$ cat config.mk
export PLATFORM = sky130hd
export DESIGN_NAME = display_scanner
export DESIGN_NICKNAME = d
export VERILOG_FILES = /design/src/rtl/display_pkg.sv /design/src/rtl/scan_tick_gen.sv /design/src/rtl/display_scanner.sv
export SDC_FILE = /design/constraint.sdc
export NUM_CORES = 1
export LEC_CHECK = 0
export BUFFER_PORTS_ARGS = -buffer_cell sky130_fd_sc_hd__buf_2
export CAP_MARGIN = 20
export CORE_MARGIN = 2
export CORE_UTILIZATION = 57
export CTS_CLUSTER_DIAMETER = 100
export DETAILED_ROUTE_END_ITERATION = 8
export GPL_ROUTABILITY_DRIVEN = 0
export MAX_ROUTING_LAYER = met4
export PLACE_DENSITY = 0.84
export SYNTH_ARGS = -nofsm -noshare
export SYNTH_HDL_FRONTEND = slang
export SYNTH_SLANG_ARGS = --single-unit
$ cat constraint.sdc
create_clock -name clk -period 2.2 [get_ports clk]
set_clock_uncertainty 0.05 [all_clocks]
set_input_delay 0.33 -clock clk [delete_from_list [all_inputs] [get_ports clk]]
set_output_delay 0.33 -clock clk [all_outputs]
set_load 0.005 [all_outputs]
$ cat src/rtl/display_pkg.sv
// Shared definitions for the multiplexed display scanner.
// Holds the digit width, the default parameter values, and the helper
// functions used to build the digit-enable bus. The helpers work on the
// widest supported display (8 digits); callers slice the result down to
// their own digit count.
package display_pkg;

  localparam int DIGIT_W        = 4;
  localparam int MAX_DIGITS     = 8;
  localparam int MAX_VAL_W      = DIGIT_W * MAX_DIGITS;
  localparam int DEF_NUM_DIGITS = 4;
  localparam int DEF_PRESCALE   = 1000;

  // One-hot select for digit position idx.
  function automatic logic [MAX_DIGITS-1:0] onehot(input int idx);
    onehot = MAX_DIGITS'(1) << idx;
  endfunction

  // Bit i is set when digit i is a leading zero: nibbles i..num_digits-1
  // are all zero. Digit 0 always stays visible, so bit 0 is never set.
  function automatic logic [MAX_DIGITS-1:0] lz_mask(input logic [MAX_VAL_W-1:0] val,
                                                    input int                    num_digits);
    logic all_zero;
    lz_mask  = '0;
    all_zero = 1'b1;
    for (int i = MAX_DIGITS - 1; i >= 1; i--) begin
      if (i < num_digits) begin
        all_zero   = all_zero & (val[i*DIGIT_W +: DIGIT_W] == '0);
        lz_mask[i] = all_zero;
      end
    end
  endfunction

endpackage

$ cat src/rtl/scan_tick_gen.sv
// Digit-rate prescaler for the display scanner.
// The counter runs 0..PRESCALE-1 and wraps. tick is registered, so it is
// high for the one cycle after the counter reaches PRESCALE-1; that lag
// lines the first tick up with the first digit entered after reset so
// every digit, including the very first, is held exactly PRESCALE cycles.
//   clk   : system clock
//   rst_n : asynchronous active-low reset
//   tick  : one-cycle pulse, once every PRESCALE cycles
module scan_tick_gen
  import display_pkg::*;
#(
  parameter int PRESCALE = DEF_PRESCALE
) (
  input  logic clk,
  input  logic rst_n,
  output logic tick
);

  localparam int CNT_W = (PRESCALE > 1) ? $clog2(PRESCALE) : 1;
  localparam logic [CNT_W-1:0] CNT_MAX = CNT_W'(PRESCALE - 1);

  logic [CNT_W-1:0] cnt;

  // NOTE: sequential state uses non-blocking assignments so every register
  // samples the pre-edge values of the others, independent of block order.
  always_ff @(posedge clk or negedge rst_n) begin
    if (!rst_n) begin
      cnt  <= '0;
      tick <= 1'b0;
    end else begin
      tick <= (cnt == CNT_MAX);
      cnt  <= (cnt == CNT_MAX) ? '0 : cnt + 1'b1;
    end
  end

endmodule

$ cat src/rtl/display_scanner.sv
// Time-multiplexed hex display scanner feeding a 4-bit-to-7-segment decoder.
// A loaded value is parked in a shadow register and only copied to the
// displayed (active) register at a frame wrap, so a frame never shows a mix
// of old and new digits. A load landing exactly on the wrap edge goes
// straight to the active register.
//   clk         : system clock
//   rst_n       : asynchronous active-low reset
//   load        : one-cycle strobe, capture value
//   value       : hex value, nibble 0 is the least significant digit
//   blank_lz    : 1 = suppress leading zeros
//   nibble      : digit code for the segment decoder
//   digit_en    : one-hot, active-high enable of the digit being shown
//   digit_idx   : index of the digit being shown
//   frame_start : one-cycle pulse when digit 0 starts a frame
module display_scanner
  import display_pkg::*;
#(
  parameter int NUM_DIGITS = DEF_NUM_DIGITS,
  parameter int PRESCALE   = DEF_PRESCALE
) (
  input  logic                            clk,
  input  logic                            rst_n,
  input  logic                            load,
  input  logic [DIGIT_W*NUM_DIGITS-1:0]   value,
  input  logic                            blank_lz,
  output logic [DIGIT_W-1:0]              nibble,
  output logic [NUM_DIGITS-1:0]           digit_en,
  output logic [$clog2(NUM_DIGITS)-1:0]   digit_idx,
  output logic                            frame_start
);

  localparam int VAL_W = DIGIT_W * NUM_DIGITS;
  localparam int IDX_W = $clog2(NUM_DIGITS);
  localparam logic [IDX_W-1:0] LAST_IDX = IDX_W'(NUM_DIGITS - 1);

  logic             tick;
  logic             started;   // low until the first edge after reset
  logic [VAL_W-1:0] active, active_n;
  logic [VAL_W-1:0] shadow, shadow_n;
  logic             pending, pending_n;

  logic                  enter, wrap;
  logic [IDX_W-1:0]      idx_n;
  logic [DIGIT_W-1:0]    nibble_n;
  logic [NUM_DIGITS-1:0] en_n;
  logic                  fs_n;
  logic [MAX_DIGITS-1:0] oh_full, lz_full;

  scan_tick_gen #(.PRESCALE(PRESCALE)) u_tick (
    .clk   (clk),
    .rst_n (rst_n),
    .tick  (tick)
  );

  // NOTE: every signal gets a default at the top of the block so no path
  // leaves it unassigned, which would otherwise infer a latch.
  always_comb begin
    active_n  = active;
    shadow_n  = shadow;
    pending_n = pending;
    idx_n     = digit_idx;
    nibble_n  = nibble;
    en_n      = digit_en;
    fs_n      = 1'b0;

    // The first edge after reset enters digit 0 just like a frame wrap,
    // but it does not swap buffers.
    enter = !started || tick;
    wrap  = started && tick && (digit_idx == LAST_IDX);

    if (!started || wrap)
      idx_n = '0;
    else if (tick)
      idx_n = digit_idx + 1'b1;

    if (wrap) begin
      pending_n = 1'b0;
      if (load) begin
        // Load on the wrap edge wins outright; any parked shadow is dropped.
        active_n = value;
        shadow_n = value;
      end else if (pending) begin
        active_n = shadow;
      end
    end else if (load) begin
      shadow_n  = value;
      pending_n = 1'b1;
    end

    // Outputs are computed from the post-swap value so the digit 0 entered
    // on a wrap already shows the new value.
    oh_full = onehot(int'(idx_n));
    lz_full = lz_mask(MAX_VAL_W'(active_n), NUM_DIGITS);

    if (enter) begin
      nibble_n = active_n[int'(idx_n)*DIGIT_W +: DIGIT_W];
      en_n     = oh_full[NUM_DIGITS-1:0] & ~(blank_lz ? lz_full[NUM_DIGITS-1:0] : '0);
      fs_n     = (idx_n == '0);
    end
  end

  always_ff @(posedge clk or negedge rst_n) begin
    if (!rst_n) begin
      started     <= 1'b0;
      active      <= '0;
      shadow      <= '0;
      pending     <= 1'b0;
      digit_idx   <= '0;
      nibble      <= '0;
      digit_en    <= '0;
      frame_start <= 1'b0;
    end else begin
      started     <= 1'b1;
      active      <= active_n;
      shadow      <= shadow_n;
      pending     <= pending_n;
      digit_idx   <= idx_n;
      nibble      <= nibble_n;
      digit_en    <= en_n;
      frame_start <= fs_n;
    end
  end

endmodule

==> flow_metrics.tcl <==
set metrics [dict create \
    place_hpwl_um 3544 \
    ys_ff_latch 56 \
    yosys.cell_count.top_type "dfrtp_1" \
    yosysTopAreaCell "dfrtp_1" \
    yosys-top-cells-area "dfrtp_1 (54%), mux2_2 (10%), nor2_1 (3.0%)" \
    postCtsHoldBufs 0 \
    yosys_warnings 0 \
    setup_viol 0 \
    nets 278 \
    antenna_cells 0 \
    rsz0062_at_grt "false" \
    fin_setup_tns_ps 0 \
    instances_no_fill 309 \
    portBuffers 30 \
    combPwrFrac_pct 7.1 \
    start_kind "flop" \
    die_area_mm2 0.005111 \
    pin_count 31 \
    track_usage_pct 22.06 \
    antenna_found_initial 0 \
    cp-end-kind "flop" \
    synth-async-reset-ratio_pct 100.0 \
    grt_first_pass_wirelength_um 8397 \
    fillers 342 \
    critPathMaxFanout 13 \
    clk_pin_slew_ps 100 \
    wire_per_inst_um 16.23 \
    clockBufferDepth 2 \
    first_global_vias 1785 \
    postLayoutCoreUtil_pct 66.21 \
    wl_met3_um 238 \
    p_int_mw 1.464 \
    maxCapViolations 0 \
    syn_area_per_cell_um2 11.91 \
    timing.slew.headroom_pct 46.87 \
    p_sw_share_pct 21.61 \
    vias_per_cell 5.816 \
    antenna_left 0 \
    dr.first_iter.drc_count 92 \
    yosys-top-cells-count "dfrtp_1 (56), mux2_2 (24), nor2_1 (21)" \
    p_total_mw 1.867 \
    ys.flop_type "dfrtp_1" \
    timing.rr.start "u_tick.tick" \
    r2r_end "digit_en[1]" \
    rr_worst_depth 5 \
    fin_crit_sh_pct 91.26 \
    pwr-share-seq_pct 58.0 \
    clk_latency_ps 310 \
    hold_violations 0 \
    synth_top_area_share_pct 53.98 \
    hold_path.class "in -> async" \
    die_h_um 71.49 \
    worstSetupPathType "reg -> reg" \
    grt_max_degree 57 \
    worstMarginPinSlew_ps 784.6 \
    firstDrtPassIters 4 \
    worstPathRequired_ps 2330 \
    clkPwrFrac_pct 34.9 \
    ctsResizeCount 0 \
    regArea_mm2 0.001401 \
    initial_core_util_pct 59.22 \
    multi_input_area_mm2 0.001089 \
    root_buffer "clkbuf_8" \
    finalWorstPathRequiredPeriod_ps 2008 \
    ctsHtreeMaxLevel 2 \
    synth_edf_count 0 \
    drt-met1-wl_um 2269 \
    grt.overflow.total 0 \
    drive_above_1_share_pct 30.35 \
    route.detailed.drc 0 \
    wl_met2_um 2353 \
    clock-sinks 56 \
    top_layer "met4" \
    p_per_area_mw_per_mm2 643.1 \
    rows 24 \
    p_sw_mw 0.4034 \
    synth_cell_type_count 49 \
    cts_tree "done" \
    max_freq_mhz 498.1 \
    yosysSeqAreaShare_pct 53.98 \
    worstPathArrival_ps 2130 \
    status "completed" \
    drv_slew 0 \
    area_delta_synth_final_pct 11.81 \
    num_vias 1797 \
    post_cts_buffers 0 \
    die_x_um 71.49 \
    finalWirelength_um 5015 \
    synth_area_mm2 0.002596 \
    place_inst 301 \
    synthCells 218 \
    cts_buffers 5 \
    r2r_slack_ps 190 \
    p_leak_nw 1.327 \
    irDropWorstVdd_v 0.0002918 \
    core-area_mm2 0.004384 \
    syn-num-nets 240 \
]
-- layout by cell type, fill, tap and decap left out, types with 3 or more instances in the layout --
cell type / count
dfrtp_1: 56
buf_2: 30
mux2_2: 24
nor2_1: 21
nand2_1: 11
a21oi_1: 10
buf_4: 10
nand3_1: 7
nor2b_1: 7
nand2b_1: 7
o21ai_0: 7
clkbuf_8: 5
inv_1: 4
xor2_1: 4
a41oi_1: 4
mux2i_1: 3
a21o_1: 3
xnor2_1: 3
nor3b_1: 3
o41ai_1: 3
-- sequential cells by signal (all words and copies together) (netlist names) --
signal / flops
u_tick.cnt: 10
shadow: 16
digit_idx: 2
pending: 1
nibble: 4
u_tick.tick: 1
digit_en: 4
active: 16
frame_start: 1
started: 1
-- power by group through the flow --
stage	Sequential, mW	Clock, mW	Combinational [mW]
global route	1.09	0.701	0.149
finish	1.08	0.652	0.132
detailed placement	1.10	0	0.133
floorplan	1.10	0	0.0763
global placement	1.10	0	0.129
CTS	1.08	0.663	0.134
-- cells by family (layout without fill, tap and decap cells) --
logic type | Yosys count | count (layout) | synth area share (%)
adders and majority gates | 2 | 2 | 0.9637
and+or+nand+nor | 73 | 73 | 15.90
xor gates and xnor gates | 7 | 7 | 2.361
other | 1 | 1 | 0.1444
muxes | 27 | 27 | 11.57
AOI/OAI and AO/OA | 39 | 39 | 10.99
buffers and inverters | 13 | 52 | 4.096
DFF | 56 | 56 | 53.98
-- how the worst max path moves through the flow --
stage               cells after the start     endpoint  slack (ps)          from
floorplan                               7  digit_en[1]         250  digit_idx[1]
global placement                        6  digit_en[1]         220          load
detailed placement                      6  digit_en[1]         120          load
CTS                                     6    nibble[1]         170  digit_idx[0]
global route                            7    nibble[1]          40  digit_idx[0]
finish                                  5  digit_en[1]         190   u_tick.tick
-- per-layer routing --
metal	GRT usage (%)	vias to the layer above
met2	35.49	56
met4	8.595	0
met3	4.641	14
met5	-	-
met1	27.52	875
li1	-	852
-- critical path: stages (launching register included) --
cell and delay, ps:
dfrtp_1 600, o2111ai_4 330, o41ai_1 170, nand4b_2 190, a2111oi_2 410, a31oi_1 130
-- through the flow --
stage / hold WS, ps / setup WS [ps] / cell area, um^2
CTS: 111.0 / 166.8 / 2903
global placement: 394.6 / 221.1 / 2795
floorplan: -15.59 / 247.3 / 2596
detailed placement: 400.5 / 120.3 / 2795
global route: 152.1 / 39.17 / 2903
finish: 91.55 / 192.2 / 2903
-- final cells by class --
cell class,instances,area share (%)
clock inverter,2,1.207
clock buffer,6,2.500
multi-input combinational,149,37.50
inverter,4,0.5172
sequential,56,48.28
timing repair buffer,40,7.759
tap,52,2.241
Power figures use the tool's default switching activity.
